==> src/rtl/gain_ramp_ctrl.sv <==
// rtl/gain_ramp_ctrl.sv - multi-channel gain ramp controller with mute and retarget
//
// Each channel holds a GW-bit gain code. When a request is accepted, the channel
// ramps toward the requested target by req_step. It takes one step every DWELL
// clock cycles and never overshoots the target.
//
// Ports:
//   clk, rst_n   single clock, synchronous active-low reset
//   req_valid    request strobe; accepted when req_ready is also high
//   req_ready    high whenever out of reset and not muted
//   req_ch       target channel index (values >= CHANNELS are rejected)
//   req_gain     target gain code
//   req_step     step size per dwell period; 0 jumps straight to the target
//   mute         forces every channel to gain 0 and idle
//   gain_out     registered gain codes, channel c at [c*GW +: GW]
//   busy         channel c is ramping
//   done         one-cycle pulse when channel c lands on its target
//   req_err      one-cycle pulse after a request to an out-of-range channel
module gain_ramp_ctrl #(
    parameter int CHANNELS   = 4,
    parameter int GW         = 8,
    parameter int STEP_W     = 4,
    parameter int DWELL      = 16,
    parameter int RESET_GAIN = 0
) (
    input  logic                                clk,
    input  logic                                rst_n,
    input  logic                                req_valid,
    output logic                                req_ready,
    input  logic [((CHANNELS > 1) ? $clog2(CHANNELS) : 1)-1:0] req_ch,
    input  logic [GW-1:0]                       req_gain,
    input  logic [STEP_W-1:0]                   req_step,
    input  logic                                mute,
    output logic [CHANNELS*GW-1:0]              gain_out,
    output logic [CHANNELS-1:0]                 busy,
    output logic [CHANNELS-1:0]                 done,
    output logic                                req_err
);

    localparam int CW = (CHANNELS > 1) ? $clog2(CHANNELS) : 1;
    localparam int DW = (DWELL > 1) ? $clog2(DWELL) : 1;
    localparam logic [DW-1:0] RELOAD = DW'(DWELL - 1);
    localparam logic [GW-1:0] RST_G  = GW'(RESET_GAIN);

    typedef enum logic {IDLE, RAMP} state_t;

    state_t              state_q  [CHANNELS];
    state_t              state_d  [CHANNELS];
    logic [GW-1:0]       gain_q   [CHANNELS];
    logic [GW-1:0]       gain_d   [CHANNELS];
    logic [GW-1:0]       target_q [CHANNELS];
    logic [GW-1:0]       target_d [CHANNELS];
    logic [STEP_W-1:0]   step_q   [CHANNELS];
    logic [STEP_W-1:0]   step_d   [CHANNELS];
    logic [DW-1:0]       cnt_q    [CHANNELS];
    logic [DW-1:0]       cnt_d    [CHANNELS];
    logic [CHANNELS-1:0] done_q;
    logic [CHANNELS-1:0] done_d;
    logic                err_q;

    logic accept;
    logic ch_ok;

    assign req_ready = rst_n & ~mute;
    assign accept    = req_valid & req_ready;
    // One extra bit so CHANNELS itself is representable when it is a power of two.
    assign ch_ok     = ({1'b0, req_ch} < (CW+1)'(CHANNELS));

    // One step toward t, clamped at t. It is evaluated in GW+1 bits so that
    // neither 0 nor 2^GW-1 can wrap.
    function automatic logic [GW-1:0] step_toward(input logic [GW-1:0]     g,
                                                  input logic [GW-1:0]     t,
                                                  input logic [STEP_W-1:0] s);
        logic [GW:0] ge;
        logic [GW:0] te;
        logic [GW:0] se;
        ge = {1'b0, g};
        te = {1'b0, t};
        se = (GW+1)'(s);
        if (te > ge) begin
            return (te - ge <= se) ? t : GW'(ge + se);
        end else begin
            return (ge - te <= se) ? t : GW'(ge - se);
        end
    endfunction

    always_comb begin
        for (int c = 0; c < CHANNELS; c++) begin
            state_d[c]  = state_q[c];
            gain_d[c]   = gain_q[c];
            target_d[c] = target_q[c];
            step_d[c]   = step_q[c];
            cnt_d[c]    = cnt_q[c];
            done_d[c]   = 1'b0;

            if (mute) begin
                state_d[c]  = IDLE;
                gain_d[c]   = '0;
                target_d[c] = '0;
                cnt_d[c]    = '0;
            end else if (accept && ch_ok && (req_ch == CW'(c))) begin
                // An accepted request overrides any step due on this edge.
                // The gain held before the edge is the new starting point.
                target_d[c] = req_gain;
                if (req_gain == gain_q[c]) begin
                    state_d[c] = IDLE;
                    done_d[c]  = 1'b1;
                end else if (req_step == '0) begin
                    gain_d[c]  = req_gain;
                    state_d[c] = IDLE;
                    done_d[c]  = 1'b1;
                end else begin
                    step_d[c]  = req_step;
                    cnt_d[c]   = RELOAD;
                    state_d[c] = RAMP;
                end
            end else if (state_q[c] == RAMP) begin
                if (cnt_q[c] != '0) begin
                    cnt_d[c] = cnt_q[c] - 1'b1;
                end else begin
                    gain_d[c] = step_toward(gain_q[c], target_q[c], step_q[c]);
                    cnt_d[c]  = RELOAD;
                    if (gain_d[c] == target_q[c]) begin
                        state_d[c] = IDLE;
                        done_d[c]  = 1'b1;
                    end
                end
            end
        end
    end

    always_ff @(posedge clk) begin
        if (!rst_n) begin
            for (int c = 0; c < CHANNELS; c++) begin
                state_q[c]  <= IDLE;
                gain_q[c]   <= RST_G;
                target_q[c] <= RST_G;
                step_q[c]   <= '0;
                cnt_q[c]    <= '0;
            end
            done_q <= '0;
            err_q  <= 1'b0;
        end else begin
            for (int c = 0; c < CHANNELS; c++) begin
                state_q[c]  <= state_d[c];
                gain_q[c]   <= gain_d[c];
                target_q[c] <= target_d[c];
                step_q[c]   <= step_d[c];
                cnt_q[c]    <= cnt_d[c];
            end
            done_q <= done_d;
            err_q  <= accept & ~ch_ok;
        end
    end

    for (genvar c = 0; c < CHANNELS; c++) begin : g_out
        assign gain_out[c*GW +: GW] = gain_q[c];
        assign busy[c]              = (state_q[c] == RAMP);
    end

    assign done    = done_q;
    assign req_err = err_q;

endmodule

==> config.mk <==
export PLATFORM = sky130hd
export DESIGN_NAME = gain_ramp_ctrl
export DESIGN_NICKNAME = d
export VERILOG_FILES = /design/src/rtl/gain_ramp_ctrl.sv
export SDC_FILE = /design/constraint.sdc
export NUM_CORES = 1
export LEC_CHECK = 0
export CORE_MARGIN = 8
export CORE_UTILIZATION = 67
export CTS_CLUSTER_DIAMETER = 120
export DETAILED_ROUTE_END_ITERATION = 10
export GPL_ROUTABILITY_DRIVEN = 0
export GPL_TIMING_DRIVEN = 0
export PLACE_DENSITY_LB_ADDON = 0.12
export SLEW_MARGIN = 30
export SYNTH_ARGS = -nofsm -noshare
export SYNTH_HDL_FRONTEND = slang
export SYNTH_SLANG_ARGS = --single-unit
==> constraint.sdc <==
create_clock -name clk -period 8.45 [get_ports clk]
set_input_delay 2.535 -clock clk [delete_from_list [all_inputs] [get_ports clk]]
set_output_delay 2.535 -clock clk [all_outputs]
set_load 0.005 [all_outputs]
==> key figures <==
Global route
  • Global-route wire length before repair: 53500 microns
  • GRT met3 Usage: around 3.9%
  • Pin count of the biggest net entering global routing: 19
  • GRT busiest layer: met2
  • Vias in the first global route: 10900
  • M2 GR Usage: 48.6%
  • Global-route met1 utilization: between 30% and 40%
  • Gr usage total: 29.6%
  • GRT Residual Overflow: 0
  • Initial antenna violation count: 0

CTS
  • # Post-CTS Setup Buffers: 0
  • Resize count post-CTS: 0
  • Clk buf depth: 2
  • CTS sink count: 104
  • Root buf cell: clkbuf_16
  • Cts hold-fix bufs: 0
  • Num CTS Buffers: 9
  • Clk slew on worst S/H paths: 70 ps
  • Worst skew pair latency: 360 ps
  • H-tree depth: 3
  • CTS tree: built

Critical path
  • Reg2reg end: done[3]
  • WP data arrival: 5280 ps
  • Setup crit end kind: primary output
  • Worst Setup SP: rst_n
  • CP Class: input port to primary output
  • Worst reg2reg path depth: 17
  • End of the critical path: req_ready
  • Worst reg2reg path startpoint: gain_q[3][1]
  • Reg2Reg Setup Slack: 3870 ps
  • Critical path peak fanout: 10
  • CP Launch Type: input port
  • Crit path required time: roughly 5900 ps

Yosys
  • Syn_area_per_cell: 7.54 sq um
  • Synth top area share: a little under a fifth
  • Synthesized flop and latch total: roughly 100
  • Register area share after synthesis: roughly 18%
  • Cell taking the most area after synthesis: dfxtp_1
  • Synth area leaders: dfxtp_1 18%, ha_1 15%, a21oi_1 5.3%
  • Synth unique cells: 88
  • Cell with the most instances after synthesis: nand2_1
  • Yosys synthesis warning count: 0
  • Top_reg_cell synth: dfxtp_1
  • Mapped Cells: 1507
  • Share of flip-flops with an asynchronous set or reset: 0%
  • Commonest cells post-synth: 142 x nand2_1, 133 x ha_1, 125 x inv_1
  • Post-synth net total: 1674
  • Syn Std Cell Area: 11400 sq um
  • EDFF count, synth: 0

Routing
  • Via count: 11700
  • DR pass1 iterations: 6
  • DRC viols: 0
  • Iter 0 DRT Violations: 1281
  • Vias per cell: 6.52
  • Antenna-violating nets left: 0
  • Final wirelength: roughly 33000 microns
  • Routed len/inst: 18.3 microns

Timing
  • Max Freq: approximately 0.13 GHz
  • Hold Violations, Final: 0
  • Period utilisation layout: approximately 92%
  • Worst-margin pin slew: slightly below 1000 ps
  • Final setup fails: 0
  • Minimum clock period: a little under 8000 ps
  • Clock Skew: around 12 ps
  • Fin. max-slew vios: 0
  • RSZ-0062 raised after global routing: no
  • Worst slew margin: about a third
  • Setup_tns: 0 ps

Die
  • Total core area: 16600 sq um
  • Rows: 47
  • I/O pin count: 60
  • Chip Height: 146 microns
  • Starting Density: 68.5%
  • Die Span X: 146 microns
  • Die ar.: 21400 sq um

Power
  • Static leakage power: 4.82 nW
  • Total power: 1.23 mW
  • Pwr per Cell Area: roughly 99 nW/um^2
  • VDD IR-drop max: 0.113 mV

Final layout
  • Final non-filler cell total: 1793
  • Reg area: around 2100 sq um
  • Fin nets: 1735
  • # diodes: 0
  • Fraction of layout cells with a size suffix above 1: 3.43%
  • Layout fillers: 1322
  • Area delta synth->final: 9.59%
  • Area of the multi-input gates: between 8000 and 9000 sq um

Place
  • Number of I/O port buffers: 50
  • Final HPWL DP: 25300 microns
  • Inst Count DP: 1777

Worst hold path
  • Worst Hold Class: flop to flop

Status
  • Outcome: finished clean

Flow run
  • Max-cap violations: 0
final cells by class:
type	count	share of cell area, %
multi-input combinational	1198	68.0
sequential	104	16.7
timing repair buffer	50	4.02
inverter	129	3.89
buffer	76	2.59
tap	220	2.21
clock buffer	10	1.92
clock inverter	6	0.603
where the power goes:
part           leakage [nW]  switching (mW)  internal, mW
clock network         0.151           0.204         0.242
registers             0.838         0.00434         0.493
logic                  3.83           0.175         0.111
how the worst min path moves through the flow:
stage / from / cells past startpoint / slack, ps / endpoint
3_3_place_gp: cnt_q[2][3] / 1 / 450 / cnt_q[2][3]
3_5_place_dp: cnt_q[2][3] / 1 / 460 / cnt_q[2][3]
5_1_grt: cnt_q[2][3] / 1 / 490 / cnt_q[2][3]
6_report: cnt_q[2][3] / 1 / 460 / cnt_q[2][3]
2_1_floorplan: cnt_q[2][3] / 1 / 440 / cnt_q[2][3]
4_1_cts: cnt_q[2][3] / 1 / 470 / cnt_q[2][3]
routing by layer:
metal / share of wire (%) / up-vias
li1: - / 5551
met1: 42 / 5449
met2: 46 / 606
met3: 9.0 / 84
met4: 2.8 / 0
met5: 0 / -
sequential cells by signal, summed over array words and instances, names as in the netlist:
register,count
state_q,4
gain_q,32
step_q,16
target_q,32
done,4
cnt_q,16
placed cells by master (no fill, tap or decap), types with 11 or more instances in the layout:
cell	count
inv_1	125
a21oi_1	121
nor2_1	96
clkdlybuf4s50_1	50
ha_1	133
a211oi_1	22
a31oi_1	25
nand2_1	142
xor2_1	33
nor2b_1	44
fa_1	16
o21a_1	28
and2_1	21
xnor2_1	55
o21ai_0	97
nor4_1	18
mux2i_1	11
clkbuf_1	61
nor3_1	23
a21o_1	20
a22oi_1	13
nand4_1	28
dfxtp_1	104
o211ai_1	16
nand2b_1	25
nand3_1	17
logic make-up after synthesis:
group / after synthesis / share of synthesized area, %
other: 1 / 0.0330
multiplexers: 16 / 1.50
XOR/XNOR: 88 / 6.79
adder cells (fa/ha/maj): 149 / 17.5
flip-flops: 104 / 18.3
AND/OR/NAND/NOR: 458 / 19.9
AO/OA/AOI/OAI: 486 / 28.9
buffers and inverters: 205 / 7.11
critical path: stages:
cell and delay (ps):
clkdlybuf4s50_1 650, nand2b_1 90, clkbuf_1 220, inv_2 160, clkbuf_1 410, clkbuf_1 570
clkdlybuf4s50_1 630
metrics by stage:
| step | setup WS, ps | hold WS (ps) | util [%] | instance area [sq um] |
|---|---|---|---|---|
| 6_report | 639 | 464 | 75.1 | 12400 |
| 5_1_grt | 598 | 489 | 75.1 | 12400 |
| 3_5_place_dp | 737 | 456 | 73.2 | 12100 |
| 4_1_cts | 728 | 469 | 75.1 | 12400 |
| 2_1_floorplan | 2540 | 439 | - | 11400 |
| 3_3_place_gp | 738 | 452 | 73.2 | 12100 |
Note: power is estimated with default switching activity, not from simulation.
